$ cat config.mk
export PLATFORM = sky130hd
export DESIGN_NAME = sprite_draw_engine
export DESIGN_NICKNAME = d
export VERILOG_FILES = /design/src/rtl/sprite_draw_engine_pkg.sv /design/src/rtl/sprite_draw_engine_pixel.sv /design/src/rtl/sprite_draw_engine.sv
export SDC_FILE = /design/constraint.sdc
export NUM_CORES = 1
export LEC_CHECK = 0
export ABC_AREA = 1
export ABC_CLOCK_PERIOD_IN_PS = 1600
export CAP_MARGIN = 20
export CORE_MARGIN = 3
export CORE_UTILIZATION = 48
export CTS_BUF_LIST = sky130_fd_sc_hd__clkbuf_16
export DETAILED_ROUTE_END_ITERATION = 12
export PLACE_DENSITY = 0.8
export SYNTH_ARGS = -nofsm -noshare
export SYNTH_HDL_FRONTEND = slang
export SYNTH_SLANG_ARGS = --single-unit
export TNS_END_PERCENT = 5
$ cat constraint.sdc
create_clock -name clk -period 1.6 [get_ports clk]
set_input_delay 0.16 -clock clk [delete_from_list [all_inputs] [get_ports clk]]
set_output_delay 0.16 -clock clk [all_outputs]
set_load 0.02 [all_outputs]
$ cat src/rtl/sprite_draw_engine_pkg.sv
// Shared constants and types for the sprite draw engine.
// Screen limits, sprite selector codes and FSM states.
package sprite_draw_engine_pkg;

    localparam int SCREEN_W = 320;
    localparam int SCREEN_H = 240;

    localparam logic [8:0] TRANSPARENT_DEF = 9'h1C7;

    typedef enum logic [1:0] {
        SEL_GOLD    = 2'd0,
        SEL_STONE   = 2'd1,
        SEL_DIAMOND = 2'd2,
        SEL_HOOK    = 2'd3
    } sprite_sel_e;

    typedef enum logic [1:0] {
        S_IDLE,
        S_SCAN,
        S_FLUSH,
        S_DONE
    } draw_state_e;

endpackage

$ cat src/rtl/sprite_draw_engine_pixel.sv
// Pixel stage: lines up screen coordinates with the ROM colour
// one cycle after the address, then clips and keys out transparency.
module sprite_draw_engine_pixel
    import sprite_draw_engine_pkg::*;
#(
    parameter logic [8:0] TRANSPARENT = TRANSPARENT_DEF
) (
    input  logic       clk,
    input  logic       resetn,
    input  logic       issue,
    input  logic [9:0] sx,
    input  logic [8:0] sy,
    input  logic [8:0] rom_data,
    output logic [8:0] vga_x,
    output logic [7:0] vga_y,
    output logic [8:0] vga_colour,
    output logic       plot
);

    logic       valid;
    logic [9:0] px;
    logic [8:0] py;
    logic       on_screen;

    always_ff @(posedge clk) begin
        if (!resetn) begin
            valid <= 1'b0;
            px    <= '0;
            py    <= '0;
        end else begin
            valid <= issue;
            px    <= sx;
            py    <= sy;
        end
    end

    // Wide sums keep off-screen pixels off-screen instead of wrapping.
    assign on_screen  = (px < 10'(SCREEN_W)) && (py < 9'(SCREEN_H));
    assign vga_x      = px[8:0];
    assign vga_y      = py[7:0];
    assign vga_colour = valid ? rom_data : '0;
    assign plot       = valid && (rom_data != TRANSPARENT) && on_screen;

endmodule

$ cat src/rtl/sprite_draw_engine.sv
// Sprite blitter: scans a sprite out of an external ROM and streams
// clipped, colour-keyed pixels to the VGA adapter.
module sprite_draw_engine
    import sprite_draw_engine_pkg::*;
#(
    parameter int         SPRITE_W    = 16,
    parameter int         SPRITE_H    = 16,
    parameter logic [8:0] TRANSPARENT = TRANSPARENT_DEF
) (
    input  logic       clk,
    input  logic       resetn,
    input  logic       enable,
    input  logic [8:0] x_origin,
    input  logic [7:0] y_origin,
    input  logic [1:0] sprite_sel,
    output logic [9:0] rom_addr,
    input  logic [8:0] rom_data,
    output logic [8:0] vga_x,
    output logic [7:0] vga_y,
    output logic [8:0] vga_colour,
    output logic       plot,
    output logic       done
);

    localparam int CW = $clog2(SPRITE_W);
    localparam int RW = $clog2(SPRITE_H);

    draw_state_e   state;
    logic [8:0]    x_lat;
    logic [7:0]    y_lat;
    logic [1:0]    sel_lat;
    logic [CW-1:0] col;
    logic [RW-1:0] row;
    logic          col_end;
    logic          last;

    assign col_end = (col == CW'(SPRITE_W - 1));
    assign last    = col_end && (row == RW'(SPRITE_H - 1));

    always_ff @(posedge clk) begin
        if (!resetn) begin
            state   <= S_IDLE;
            x_lat   <= '0;
            y_lat   <= '0;
            sel_lat <= '0;
            col     <= '0;
            row     <= '0;
            done    <= 1'b0;
        end else begin
            unique case (state)
                S_IDLE: begin
                    done <= 1'b0;
                    if (enable) begin
                        x_lat   <= x_origin;
                        y_lat   <= y_origin;
                        sel_lat <= sprite_sel;
                        col     <= '0;
                        row     <= '0;
                        state   <= S_SCAN;
                    end
                end
                S_SCAN: begin
                    if (!enable) begin
                        state <= S_IDLE;
                    end else begin
                        col <= col + 1'b1;
                        if (col_end) row <= row + 1'b1;
                        if (last) state <= S_FLUSH;
                    end
                end
                S_FLUSH: begin
                    state <= enable ? S_DONE : S_IDLE;
                    done  <= enable;
                end
                S_DONE: begin
                    if (!enable) begin
                        state <= S_IDLE;
                        done  <= 1'b0;
                    end
                end
                default: begin
                    state <= S_IDLE;
                    done  <= 1'b0;
                end
            endcase
        end
    end

    assign rom_addr = 10'({sel_lat, row, col});

    sprite_draw_engine_pixel #(
        .TRANSPARENT(TRANSPARENT)
    ) u_pixel (
        .clk       (clk),
        .resetn    (resetn),
        .issue     ((state == S_SCAN) && enable),
        .sx        (10'(x_lat) + 10'(col)),
        .sy        (9'(y_lat) + 9'(row)),
        .rom_data  (rom_data),
        .vga_x     (vga_x),
        .vga_y     (vga_y),
        .vga_colour(vga_colour),
        .plot      (plot)
    );

endmodule

==> run metrics, run 1 <==
Worst Reg-to-Reg Cells 9; part of the Yosys area used for sequential elements 0.4077; # setup viols final 0; hpwl dp 4114 µm; Final min period 1.550 ns; Post-synth EDFFs 0; Slew HR 0.7851; RSZ-0062 raised after global routing false; layout cells sized above 1 0.09320; drt pass-1 iters 4; first-pass GRT wire length 9094 µm; ys flop type dfxtp_1; most common cell in the netlist nand2_1; PwrDens 926.3 nW/µm²; Worst path top cell family by delay buffers and inverters; asr flop ratio synth 0; Max VDD drop 0.0006009 V; Final Util 0.6909; DR vias 2270; # fillers 418; Root Buffer Master clkbuf_16; final period utilization 0.9688; status completed; Core ar. 4817 µm²; initial antenna violation count 0; Synth top cells by count nand2_1, nor2_1, dfxtp_1, inv_1, o21ai_0; fmax 645.1 MHz; Synth area leader dfxtp_1; Clk Latency, worst-skew pair 0.29 ns; Post-Synth Simple-Gate Area 0.2762; DR WL/cell 11.84 µm; synthesized area 2455 µm²; Synth area leaders dfxtp_1, nand2_1, nor2_1; Final WS setup 0.04986 ns; FP Rows 25; crit path cell chain buf_4 -> clkdlybuf4s50_1; drt via density 4.892; Worst Setup Start Kind flip-flop; Routed Antenna Nets 0; CTS max path bufs 2; synth-to-layout area growth 35.58%; fraction of synthesized area in multiplexers 0; Port Buffers 68; syn_area_per_cell 7.394 µm²; post-synthesis xor/xnor area fraction 0.007136; synthesized instance count 332; Post-Synth Adder-Cell Area 0.06728; Total Wirelength 5492 µm; Die Width 77.52 µm; final total negative setup slack 0 ns; overall routing resource usage 0.1856; grt ovf 0; area fraction of the dominant cell type after synthesis 0.4077; skew final 0.003298 ns; largest stage delay on the critical path 0.60 ns; largest net degree at the start of global routing 28; Worst path depth 2; WP buf/inv 2; Worst-Margin Slew 0.3221 ns; hold slack 0.4719 ns; Nets 439; Post-CTS Hold Fix Bufs 0; vias in the first global route 2132; gpl congestion 0.8669; iteration-0 DRC count of the detailed router 142; Worst-path clk slew 0.06 ns; die height 77.52 µm; DRC 0; Initial Utilization 0.5096; CTS sink cnt 50; CTS Buf Count 5; Lkg Pwr 1.568 nW; die area 6009 µm²; DP Worst Slack -0.06419 ns; I/O pins 69; Max Slew Vio Count 0; antenna diode count 0; post-synthesis cell type count 31; CTS H-tree lvls 2; Max Fanout on Critical Path 5; Worst path slowest cell clkdlybuf4s50_1; Critical Path RT 1.44 ns; max_cap viols 0; CP Class flip-flop to output pin; Worst Hold Depth 2; Compound-Gate Fraction of Synth Area 0.1086; crit path DAT 1.39 ns; CTS tree done; #FFs+latches synth 50; Worst Hold Class flip-flop to flip-flop; largest family of logic cells by synthesized area simple AND/OR/NAND/NOR gates; Syn Nets 375; CP Capture Type output pin; Warnings, synthesis 0; final hold vios 0
==> repair_timing <==
item | CTS | global route
buffers inserted | 0 | 2
gates resized for setup | 10 | 8
pin swaps | 0 | 1
endpoints found under the setup margin | 10 | 6
==> state kept, by name, summed over array words and instances, names as in the netlist <==
| register | cells |
|---|---|
| u_pixel.px | 10 |
| u_pixel.py | 9 |
| x_lat | 9 |
| y_lat | 8 |
| col | 4 |
| row | 4 |
| sel_lat | 2 |
| state | 2 |
| done | 1 |
| u_pixel.valid | 1 |
==> worst paths after layout <==
kind                                       startpoint                  endpoint  slack, ns
worst max-delay path              row[1]$_SDFFE_PN0P_               rom_addr[5]       0.05
worst min-delay path            x_lat[8]$_SDFFE_PN0P_  u_pixel.px[9]$_SDFF_PN0_       0.47
worst max register to register    row[0]$_SDFFE_PN0P_  u_pixel.py[4]$_SDFF_PN0_       0.11
worst min register to register  x_lat[8]$_SDFFE_PN0P_  u_pixel.px[9]$_SDFF_PN0_       0.47
==> per-stage QoR <==
step	total power, mW	area [µm²]	instances
2_1_floorplan	1.618	2455	332
3_3_place_gp	1.766	3119	454
3_5_place_dp	1.778	3119	454
4_1_cts	3.097	3296	462
5_1_grt	3.193	3328	464
6_report	3.083	3328	464
==> final cells by class <==
class | instances | area [µm²] | area share
multi-input combinational | 222 | 1142 | 0.3432
sequential | 50 | 1001 | 0.3008
tap | 67 | 83.83 | 0.02519
clock buffer | 5 | 125.1 | 0.03759
clock inverter | 3 | 63.81 | 0.01917
inverter | 35 | 136.4 | 0.04098
timing repair buffer | 82 | 775.7 | 0.2331
==> metal layers <==
layer,track usage,up-vias,wire length [µm]
met1,0.2116,1022,2367
met4,0.09075,0,96
met3,0.04060,9,347
met2,0.3264,71,2680
met5,0,-,0
li1,-,1168,-
==> report_power, final <==
part           switching, mW  internal (mW)
registers             0.0439           1.31
clock network          0.443          0.890
logic                  0.203          0.194
total                  0.690           2.39
==> cells by family (layout without fill, tap and decap cells) <==
logic type | count (synthesis) | count (layout)
XOR/XNOR | 2 | 2
AO/OA/AOI/OAI | 49 | 49
flip-flops | 50 | 50
adder cells (fa/ha/maj) | 12 | 12
AND/OR/NAND/NOR | 159 | 159
buffers and inverters | 60 | 125
==> tightest hold or removal path, delay by kind of cell (launching register included) <==
kind / cells / cell delay (ns)
and+or+nand+nor: 2 / 0.10
DFF: 1 / 0.34
==> layout by cell type (no fill, tap or decap) <==
cell and count:
buf_4 14, clkbuf_16 5, xor2_1 1, inv_1 33
dlymetal6s2s_1 1, nor3_1 1, a21oi_2 1, clkinv_1 1
nand3_2 1, o21ai_1 2, nand3b_1 2, nor3_2 2
ha_2 1, nand2_1 64, o21ai_0 25, or2_2 2
dlygate4sd2_1 10, o21ai_4 1, inv_2 1, nand2_2 1
ha_1 9, nand2_4 2, dfxtp_1 50, nand3_1 13
inv_6 1, a21oi_1 18, bufinv_16 2, xnor2_1 1
fa_2 2, a31oi_1 1, nor2_1 62, and2_1 2
nor2_2 1, nand4_1 6, clkdlybuf4s50_1 57, a32o_1 1
Note: power is estimated with default switching activity, not from simulation.
==> run 2, diff against run 1 <==
Settings changed: REMOVE_ABC_BUFFERS from default to 1.
==> run 2 against run 1 <==
  * Non-clock buffer count stayed put
  * Sequential power hardly changed
  * Critical endpoint is now rom_addr[6]
  * Setup slack better by 0.0071 ns
  * Cell count did not move
  * Worst hold slack better by 0.0077 ns
  * Global-route usage increased by 1.0 points
  * First-iteration DRC count decreased by 1.4%
  * Via count down 0.26%
  * Clock-buffer cell count unchanged
  * Register-to-register slack about the same
==> run metrics, run 2 (synthesis gave the netlist of run 1 again) <==
final period utilization 0.9644; initial antenna violation count 0; Routed Antenna Nets 0; CTS Buf Count 5; non-filler cells, final 464; Clk Latency, worst-skew pair 0.28 ns; grt ovf 0; Worst Setup Start Kind flip-flop; worst reg2reg setup slack 0.11 ns; DR WL/cell 11.71 µm; die height 77.52 µm; CTS max path bufs 2; # fillers 425; Lkg Pwr 1.598 nW; antenna diode count 0; Worst-Margin Slew 0.2944 ns; skew final 0.002841 ns; critical path launch point row[2]$_SDFFE_PN0P_; Initial Utilization 0.5096; Final Util 0.6816; FP Rows 25; Max Slew Vio Count 0; CTS sink cnt 50; Max VDD drop 0.0005020 V; Worst Hold Class flip-flop to flip-flop; CP endpoint rom_addr[6]; Worst path top cell family by delay buffers and inverters; gpl congestion 0.8400; max reg flops 10; iteration-0 DRC count of the detailed router 140; synth-to-layout area growth 33.74%; Cells after DPL 456; I/O pins 69; drt pass-1 iters 4; overall routing resource usage 0.1957; drt via density 4.879; largest stage delay on the critical path 0.61 ns; Core ar. 4817 µm²; CP Class flip-flop to output pin; vias in the first global route 2202; Final min period 1.543 ns; hold slack 0.4796 ns; WP buf/inv 2; largest net degree at the start of global routing 20; crit path DAT 1.38 ns; die area 6009 µm²; max_cap viols 0; R2R Path End u_pixel.py[6]$_SDFF_PN0_; CTS H-tree lvls 2; crit path cell chain buf_4 -> clkdlybuf4s50_1; Most flops, register u_pixel.px; Root Buffer Master clkbuf_16; Worst path slowest cell clkdlybuf4s50_1; Worst path depth 2; commonest non-fill, non-tap cells in the layout nand2_1, nor2_1, clkdlybuf4s50_1; layout cells sized above 1 0.08816; DRC 0; Nets 439; first-pass GRT wire length 9632 µm; Power Total 2.747 mW; Worst-path clk slew 0.06 ns; Total Wirelength 5433 µm; Port Buffers 68; fmax 648.1 MHz; final hold vios 0; Max Fanout on Critical Path 5; PwrDens 836.8 nW/µm²; hpwl dp 4149 µm; commonest non-fill, non-tap cell in the layout nand2_1; CP Capture Type output pin; # setup viols final 0; Slew HR 0.8031; DR vias 2264; status completed; Worst Reg-to-Reg Cells 9; Die Width 77.52 µm; largest registers u_pixel.px x10, u_pixel.py x9, x_lat x9; FF-to-FF Start row[0]$_SDFFE_PN0P_; RSZ-0062 raised after global routing true; Critical Path RT 1.44 ns; CTS tree done
## run 2: worst register-to-register path: stages, from the launching register on
cell and delay (ns):
dfxtp_1 0.33, ha_1 0.17, inv_1 0.05, fa_1 0.38
inv_2 0.09, nand4_1 0.09, nand2_1 0.09, nand2_1 0.08
nand2_1 0.07, nor2_1 0.04
## run 2: final cells by class
| type | instances | area [µm²] | area share |
|---|---|---|---|
| Clock inverter | 3 | 12.51 | 0.003811 |
| Timing Repair Buffer | 82 | 788.3 | 0.2401 |
| Multi-Input combinational cell | 222 | 1135 | 0.3457 |
| Tap cell | 67 | 83.83 | 0.02553 |
| Inverter | 35 | 136.4 | 0.04154 |
| Sequential cell | 50 | 1002 | 0.3053 |
| Clock buffer | 5 | 125.1 | 0.03811 |
## run 2: worst min-delay path by stage
stage | from | to | slack, ns | depth (start not counted)
after floorplan | resetn | u_pixel.px[0]$_SDFF_PN0_ | 0.25 | 2
after global placement | sel_lat[0]$_SDFFE_PN0P_ | sel_lat[0]$_SDFFE_PN0P_ | 0.46 | 2
after detailed placement | done$_SDFFE_PN0P_ | done$_SDFFE_PN0P_ | 0.47 | 2
after CTS | done$_SDFFE_PN0P_ | done$_SDFFE_PN0P_ | 0.48 | 2
after global routing | x_origin[7] | x_lat[7]$_SDFFE_PN0P_ | 0.51 | 3
final | x_lat[8]$_SDFFE_PN0P_ | u_pixel.px[9]$_SDFF_PN0_ | 0.48 | 2
## run 2: where the power goes
group          internal [mW]  switching (mW)  leakage [nW]  total, mW
Clock                  0.566           0.432        0.0724      0.998
Combinational          0.196           0.201          1.11      0.397
Sequential              1.31          0.0435         0.411       1.35
Total                   2.07           0.676          1.60       2.75
## run 2: routing by layer
layer / vias to the layer above / track usage / share of wire
li1: 1166 / - / -
met1: 1013 / 0.2339 / 0.44
met2: 75 / 0.3411 / 0.48
met3: 10 / 0.03828 / 0.065
met4: 0 / 0.08185 / 0.017
met5: - / 0 / 0
## run 2: repair_timing
item | 4_1_cts | 5_1_grt
hold buffers | 0 | 0
hold endpoints to repair | 0 | 0
setup buffers | 0 | 0
pin swaps | 0 | 0
setup endpoints to repair | 10 | 10
resized for setup | 6 | 10
## run 2: stage by stage
step	setup slack (ns)	setup TNS, ns	area, µm²
after floorplan	0.01624	0	2265
after global placement	-0.06193	-0.06193	3134
after detailed placement	-0.1069	-0.1069	3134
after CTS	-0.07984	-0.07984	3267
after global routing	-0.03255	-0.03255	3283
final	0.05692	0	3283
==> run 3, diff against run 2 <==
Settings changed: GPL_TIMING_DRIVEN from default to 1.
==> results of run 3 <==
The final DEF is identical to that of run 2; final timing and power are the same.
